`config.mk`:
```
export PLATFORM = sky130hd
export DESIGN_NAME = mul_mont_arbiter
export DESIGN_NICKNAME = d
export VERILOG_FILES = /design/src/rtl/parameters_pkg.sv /design/src/rtl/mul_mont_arbiter_rr_select.sv /design/src/rtl/mul_mont_arbiter.sv
export SDC_FILE = /design/constraint.sdc
export NUM_CORES = 1
export LEC_CHECK = 0
export BUFFER_PORTS_ARGS = -buffer_cell sky130_fd_sc_hd__buf_2
export CAP_MARGIN = 20
export CORE_MARGIN = 2
export CORE_UTILIZATION = 48
export CTS_CLUSTER_SIZE = 12
export DETAILED_ROUTE_END_ITERATION = 8
export PLACE_DENSITY = 0.85
export SLEW_MARGIN = 40
export SYNTH_ARGS = -nofsm -noshare
export SYNTH_HDL_FRONTEND = slang
export SYNTH_SLANG_ARGS = --single-unit
```
`constraint.sdc`:
```
create_clock -name clk -period 2.6 [get_ports clk]
set_input_delay 0.13 -clock clk [delete_from_list [all_inputs] [get_ports clk]]
set_output_delay 0.13 -clock clk [all_outputs]
set_load 0.01 [all_outputs]
```
`src/rtl/parameters_pkg.sv`:
```
// System-wide parameters shared by the field-arithmetic units and their arbiters.
package parameters_pkg;

    localparam int DATA_WIDTH  = 16;
    localparam int NUM_MUL_REQ = 4;

    typedef enum logic [1:0] {
        ARB_DRAIN,
        ARB_IDLE,
        ARB_WAIT
    } arb_state_t;

endpackage

```
`src/rtl/mul_mont_arbiter_rr_select.sv`:
```
// Round-robin pick: first set bit of req strictly after last, wrapping at NUM_REQ.
module rr_select #(
    parameter int NUM_REQ = 4
) (
    input  logic [NUM_REQ-1:0]         req,
    input  logic [$clog2(NUM_REQ)-1:0] last,
    output logic [$clog2(NUM_REQ)-1:0] grant_idx,
    output logic                       any
);
    localparam int IDX_W = $clog2(NUM_REQ);

    logic [IDX_W-1:0] cand;

    // Walk the offsets from farthest to nearest so the nearest requester is written last and wins.
    always_comb begin
        grant_idx = '0;
        cand      = '0;
        for (int i = NUM_REQ; i >= 1; i--) begin
            cand = IDX_W'((int'(last) + i) % NUM_REQ);
            if (req[cand]) begin
                grant_idx = cand;
            end
        end
    end

    assign any = |req;

endmodule

```
`src/rtl/mul_mont_arbiter.sv`:
```
// Shares one mul_mont multiplier between NUM_REQ requesters with round-robin grants and a done watchdog.
// state | meaning: DRAIN wait out a pre-reset op | IDLE grant next requester | WAIT multiplier owned
module mul_mont_arbiter
    import parameters_pkg::*;
#(
    parameter int NUM_REQ        = NUM_MUL_REQ,
    parameter int TIMEOUT_CYCLES = 1024
) (
    input  logic                          clk,
    input  logic                          rst,
    input  logic [NUM_REQ-1:0]            req_valid,
    input  logic [NUM_REQ*DATA_WIDTH-1:0] req_a,
    input  logic [NUM_REQ*DATA_WIDTH-1:0] req_b,
    output logic [NUM_REQ-1:0]            req_ready,
    output logic [NUM_REQ-1:0]            rsp_valid,
    output logic [DATA_WIDTH-1:0]         rsp_result,
    output logic                          busy,
    output logic                          timeout_err,
    output logic                          mul_start,
    output logic [DATA_WIDTH-1:0]         mul_a,
    output logic [DATA_WIDTH-1:0]         mul_b,
    input  logic [DATA_WIDTH-1:0]         mul_result,
    input  logic                          mul_done
);
    localparam int                IDX_W     = $clog2(NUM_REQ);
    localparam int                WDOG_W    = $clog2(TIMEOUT_CYCLES);
    localparam logic [WDOG_W-1:0] WDOG_LAST = WDOG_W'(TIMEOUT_CYCLES - 1);
    localparam logic [IDX_W-1:0]  IDX_LAST  = IDX_W'(NUM_REQ - 1);

    arb_state_t              state, state_nxt;
    logic [WDOG_W-1:0]       wdog, wdog_nxt;
    logic [IDX_W-1:0]        owner, owner_nxt;
    logic [IDX_W-1:0]        last_grant, last_grant_nxt;
    logic [IDX_W-1:0]        win_idx;
    logic                    win_any;
    logic [NUM_REQ-1:0]      req_ready_nxt, rsp_valid_nxt;
    logic [DATA_WIDTH-1:0]   rsp_result_nxt, mul_a_nxt, mul_b_nxt;
    logic                    mul_start_nxt, timeout_err_nxt;

    rr_select #(.NUM_REQ(NUM_REQ)) u_rr_select (
        .req       (req_valid),
        .last      (last_grant),
        .grant_idx (win_idx),
        .any       (win_any)
    );

    assign busy = (state == ARB_WAIT);

    always_comb begin
        state_nxt       = state;
        wdog_nxt        = wdog;
        owner_nxt       = owner;
        last_grant_nxt  = last_grant;
        req_ready_nxt   = '0;
        rsp_valid_nxt   = '0;
        rsp_result_nxt  = rsp_result;
        mul_start_nxt   = 1'b0;
        mul_a_nxt       = mul_a;
        mul_b_nxt       = mul_b;
        timeout_err_nxt = timeout_err;
        case (state)
            ARB_DRAIN: begin
                if (mul_done || wdog == WDOG_LAST) begin
                    state_nxt = ARB_IDLE;
                end else begin
                    wdog_nxt = wdog + WDOG_W'(1);
                end
            end
            ARB_IDLE: begin
                if (win_any) begin
                    mul_a_nxt              = req_a[int'(win_idx)*DATA_WIDTH +: DATA_WIDTH];
                    mul_b_nxt              = req_b[int'(win_idx)*DATA_WIDTH +: DATA_WIDTH];
                    req_ready_nxt[win_idx] = 1'b1;
                    mul_start_nxt          = 1'b1;
                    owner_nxt              = win_idx;
                    last_grant_nxt         = win_idx;
                    wdog_nxt               = '0;
                    state_nxt              = ARB_WAIT;
                end
            end
            ARB_WAIT: begin
                // mul_start is still high in the first WAIT cycle; a done then is stale.
                if (mul_done && !mul_start) begin
                    rsp_result_nxt       = mul_result;
                    rsp_valid_nxt[owner] = 1'b1;
                    state_nxt            = ARB_IDLE;
                end else if (wdog == WDOG_LAST) begin
                    timeout_err_nxt      = 1'b1;
                    rsp_result_nxt       = '0;
                    rsp_valid_nxt[owner] = 1'b1;
                    state_nxt            = ARB_IDLE;
                end else begin
                    wdog_nxt = wdog + WDOG_W'(1);
                end
            end
            default: state_nxt = ARB_DRAIN;
        endcase
    end

    always_ff @(posedge clk) begin
        if (rst) begin
            state       <= ARB_DRAIN;
            wdog        <= '0;
            owner       <= '0;
            last_grant  <= IDX_LAST;
            req_ready   <= '0;
            rsp_valid   <= '0;
            rsp_result  <= '0;
            mul_start   <= 1'b0;
            mul_a       <= '0;
            mul_b       <= '0;
            timeout_err <= 1'b0;
        end else begin
            state       <= state_nxt;
            wdog        <= wdog_nxt;
            owner       <= owner_nxt;
            last_grant  <= last_grant_nxt;
            req_ready   <= req_ready_nxt;
            rsp_valid   <= rsp_valid_nxt;
            rsp_result  <= rsp_result_nxt;
            mul_start   <= mul_start_nxt;
            mul_a       <= mul_a_nxt;
            mul_b       <= mul_b_nxt;
            timeout_err <= timeout_err_nxt;
        end
    end

endmodule
```
# Word-level counts from Yosys, hierarchy flattened
# Index checks and enable logic that the tools add are counted.
dict set report classes {
  n_mux 31
  shift 2
  add_sub_neg 5
  order_cmp 8
  n_bitwise 4
  eq_ne 9
  n_reduce_logical 17
}
# cell n
set ops {}
lappend ops {{$shiftx 64x7->16} 2}
lappend ops {{$mux 10} 4}
lappend ops {{$mux 16} 2}
lappend ops {{$pmux 10 s3} 1}
lappend ops {{$lt 2x3->1 const B} 6}
lappend ops {{$mux 2} 8}
lappend ops {{$add 10x1->10 const B} 1}
lappend ops {{$eq 10x10->1 const B} 1}
lappend ops {{$bmux 1 s2} 4}
lappend ops {{$mux 4} 2}
lappend ops {{$ne 2x2->1 const B} 4}
lappend ops {{$mux 1} 7}
lappend ops {{$pmux 2 s3} 1}
lappend ops {{$reduce_and 3->1} 2}
lappend ops {{$reduce_and 5->1} 1}
lappend ops {{$add 2x1->2 const B} 2}
lappend ops {{$add 2x2->2 const B} 2}
lappend ops {{$demux 1 s2} 2}
lappend ops {{$ge 2x1->1 const B} 2}
lappend ops {{$not 1->1} 4}
lappend ops {{$reduce_and 2->1} 2}
lappend ops {{$reduce_or 2->1} 2}
lappend ops {{$reduce_or 4->1} 1}
lappend ops {{$logic_and 1x1->1} 3}
lappend ops {{10 further kinds} 10}
dict set report totals {
  input_bits 151
  ff_bits 74
}

# Logic depth before layout (Yosys ltp)
dict set report logic_depth {
  ltp_word 11
  ltp_mapped 7
}

# Modules after synthesis
# From an unflattened synthesis, not the netlist that was laid out.
dict set report hier_totals {
  cells_unflattened 354
  hier_area_um2 3495.9
}
# module cells_each n_inst area_per_inst_um2
set modules_own_cells {}
lappend modules_own_cells {mul_mont_arbiter 340 1 3404.5}
lappend modules_own_cells {rr_select 14 1 91.3}

# Least setup slack after synthesis
# No wires, ideal clock.
dict set report synth_path {
  kind {flip-flop to flip-flop}
  startpoint {register wdog[0]}
  endpoint {register rsp_result[10]}
  setup_ns 0.128
  path_stages_with_launch 8
  n_path_buf 1
  period_less_slack_ns 1.597
  setup_slack_ns 1.003
  required_time_ns 2.472
  arrival_ns 1.470
  path_cell_list {dfxtp_1 > ha_1 > inv_1 > o41ai_2 > nand2_1 > buf_2 > a22oi_1 > nor2_1}
}
dict set report synth_between {
  elab_chain_cells 3
}
# item line_no
set synth_lines {}
lappend synth_lines {{start, declared} mul_mont_arbiter.sv:31} ;# logic [WDOG_W-1:0] wdog, wdog_nxt;
lappend synth_lines {{start signal, assigned} mul_mont_arbiter.sv:115} ;# wdog <= wdog_nxt;
lappend synth_lines {{$eq 10x10->1} mul_mont_arbiter.sv:87} ;# end else if (wdog == WDOG_LAST) begin
lappend synth_lines {{$reduce_bool 2->1 (no source line)} n/a}
lappend synth_lines {{$reduce_and 2->1 (no source line)} n/a}
lappend synth_lines {{end signal, assigned} mul_mont_arbiter.sv:120} ;# rsp_result <= rsp_result_nxt;
lappend synth_lines {{end, declared} mul_mont_arbiter.sv:16} ;# output logic [DATA_WIDTH-1:0] rsp_result,
# No other way between the ends.
# A chain may end at the register's enable or synchronous reset.

# Final worst setup path
dict set report layout_path {
  startpoint {register state[0]}
  endpoint {register mul_b[3]}
}
dict set report layout_between {
  elab_chain_cells 2
}
# item line_no
set layout_lines {}
lappend layout_lines {{start, declared} mul_mont_arbiter.sv:30} ;# arb_state_t state, state_nxt;
lappend layout_lines {{start signal, assigned} mul_mont_arbiter.sv:114} ;# state <= state_nxt;
lappend layout_lines {{$eq 2x1->1} mul_mont_arbiter.sv:61} ;# case (state)
lappend layout_lines {{$reduce_and 2->1 (no source line)} n/a}
lappend layout_lines {{end signal, assigned} mul_mont_arbiter.sv:123} ;# mul_b <= mul_b_nxt;
lappend layout_lines {{end, declared} mul_mont_arbiter.sv:21} ;# output logic [DATA_WIDTH-1:0] mul_b,
# No other way between the ends.

==> impl_metrics.yaml <==
run_status:
  status: "completed"
timing:
  tns_ns: 0
  finalHoldViolations: 0
  setup_ws_ns: 0.555
  rsz0062_at_grt: "no"
  skew_ns: 0.00744
  setup_viol: 0
  slew_violations: 0
  post-route-period-util: 0.787
  worst_pin_slew_ns: 0.663
  fin_crit_ns: 2.05
  relSlewSlack: 0.557
  fmax_mhz: 489
cells_and_area:
  num-fill-cells: 642
  fin_nets: 775
  syn_to_final_growth_pct: 34.4
  stdcell_count: 729
  fin_area_mm2: 0.00515
  diodes: 0
  drive_above_1_share: 0.388
placed_design:
  dp.cells: 714
  pre_cts_slack_ns: 0.593
  placed_area_mm2: 0.00491
  io_buffers: 209
  dp_hpwl_um: 8320
  routabilityCongestion: 0.870
worst_setup_path:
  start_kind: "flop"
  r2r_cells: 6
  reg2reg_slack_ns: 0.55
  endpoint: "mul_b[3]"
  path_class: "reg2reg"
  worstReg2RegStart: "state[0]"
  crit_arrival_ns: 2.31
  crit_cells: 6
  path_cells: "o41ai_2 -> nor3_4 -> buf_4 -> nand3_1 -> mux2_1 -> o211ai_1"
  crit_family: "simple AND/OR/NAND/NOR gates"
  slowest_stage: "dfxtp_1"
  rr_endpoint: "mul_b[3]"
  cpPeakStageDelay_ns: 0.51
  cp.required_ns: 2.86
  critPathBufInv: 1
  cp-end-kind: "flop"
  path_max_fanout: 19
  crit_start: "state[0]"
logic_synthesis:
  synthArstFlopShare: 0
  synth_area_leader_cell: "dfxtp_1"
  synth_edf_count: 0
  yosysWarningCount: 0
  synth.distinct_cells: 45
  synthTopCellsByArea: "dfxtp_1 39%, mux2i_1 9.4%, nand3_1 8.4%, mux2_1 8.2%, o211ai_1 5.7%"
  synth_nets: 579
  yosys-top-cells-count: "74 x dfxtp_1, 64 x nand3_1, 38 x nor2_1"
  synth_area_per_cell_um2: 8.97
  synth-seq-cells: 74
  synth_top_area_share: 0.387
  synth.most_common_cell: "dfxtp_1"
  syn_area_mm2: 0.00383
  ys_seq_area_frac: 0.387
  synth_ff_type: "dfxtp_1"
  synth_cells: 427
drt:
  via_count: 3982
  dr.pass1.iters: 7
  vias_per_cell: 5.46
  ant_nets: 0
  drt_iter0_drc: 227
  drcViolationCount: 0
  wl_per_cell_um: 15.2
  wl_um: 11000
floorplan:
  ios: 210
  die_x_um: 93.3
  core_mm2: 0.00773
  die_h_um: 93.3
  die_area_mm2: 0.00871
  start_util: 0.495
  row_count: 32
grt:
  globalRouteTotalUtil: 0.245
  met3_usage: 0.0451
  grt_pass1_wl_um: 17100
  antenna_found_initial: 0
  grt_util_met1: 0.320
  overflow: 0
  grt_max_degree: 43
  grtUsageMet2: 0.404
  grt_pass1_vias: 3610
  grt_busiest_layer: "met2"
cts:
  htree_levels: 3
  cts.hold.buffers_added: 0
  cts_max_path_buffers: 2
  cts_tree: "yes"
  clkTransAtPathRegs_ns: 0.08
  root_buffer: "clkbuf_8"
  cts_num_sinks: 74
  postCtsResizedCells: 0
  cts_buffers: 9
  clk_latency_ns: 0.33
  cts_setup_buffers: 0
power:
  ir_drop_mv: 0.273
  p_leak_nw: 2.24
  cellPowerDensity_mw_per_mm2: 565
  finalPower_mw: 2.91
job:
  drv_cap: 0
worst_hold_path:
  hold_path_class: "in2reg"
per-stage QoR:
stage                     hold WS, ns  utilization
final                          0.0444        0.666
after global routing           0.0577        0.666
after CTS                      0.0329        0.666
after detailed placement        0.391        0.636
after global placement          0.375        0.635
after floorplan                 0.293            -
power breakdown:
part / leakage (nW) / switching, mW / internal (mW)
Combinational: 1.52 / 0.329 / 0.271
Clock: 0.116 / 0.422 / 0.633
Sequential: 0.601 / 0.0490 / 1.20
Total: 2.24 / 0.800 / 2.11
per-layer routing:
layer,share of wire,up-vias
met5,0,-
met4,0.020,0
met3,0.060,22
met2,0.51,157
met1,0.41,1859
li1,-,1944
flip-flops by register name, indices dropped and copies added (netlist names):
| register | count |
|---|---|
| mul_a | 16 |
| mul_b | 16 |
| rsp_result | 16 |
| wdog | 10 |
| req_ready | 4 |
| rsp_valid | 4 |
| last_grant | 2 |
| owner | 2 |
| state | 2 |
| mul_start | 1 |
| timeout_err | 1 |
kinds of logic after synthesis:
kind of cell / share of synthesized area
and+or+nand+nor: 0.226
AOI/OAI and AO/OA: 0.137
buffers and inverters: 0.0497
muxes: 0.179
adders and majority gates: 0.00327
xor gates and xnor gates: 0.0183
DFF: 0.387
placed cells by master, fill, tap and decap left out, types with 4 or more instances in the layout:
cell type  synthesis  routed
buf_2             23     209
dfxtp_1           74      74
nand3_1           64      64
nor2_1            38      37
mux2i_1           36      36
nand2_1           36      36
o211ai_1          29      29
mux2_1            28      28
a22oi_1           16      16
buf_4              2      10
clkbuf_8           0       9
nand2b_1           8       8
nand4_1            7       7
xor2_1             7       7
nand3b_1           4       4
nor3_1             4       4
worst register-to-register path, delay by kind of cell (launching register included):
| family | cells | cell delay (ns) |
|---|---|---|
| and+or+nand+nor | 2 | 0.54 |
| AOI/OAI and AO/OA | 2 | 0.28 |
| DFF | 1 | 0.51 |
| buffers and inverters | 1 | 0.33 |
| muxes | 1 | 0.31 |
worst min-delay path by stage:
stage,cells past startpoint,slack (ns),startpoint,end
3_3_place_gp,3,0.38,mul_result[4],rsp_result[4]
6_report,3,0.04,mul_result[9],rsp_result[9]
2_1_floorplan,2,0.29,mul_result[0],rsp_result[0]
5_1_grt,3,0.06,mul_result[7],rsp_result[7]
3_5_place_dp,3,0.39,mul_result[9],rsp_result[9]
4_1_cts,3,0.03,mul_result[9],rsp_result[9]
final cells by class:
| cell class | instances | area, um2 | area share |
|---|---|---|---|
| Sequential cell | 74 | 1480 | 0.288 |
| Clock inverter | 5 | 104 | 0.0202 |
| Tap cell | 102 | 128 | 0.0248 |
| Multi-Input combinational cell | 316 | 2170 | 0.422 |
| Clock buffer | 10 | 128 | 0.0248 |
| Timing Repair Buffer | 219 | 1120 | 0.218 |
| Inverter | 3 | 11.3 | 0.00219 |
(Power assumes the default switching activity.)
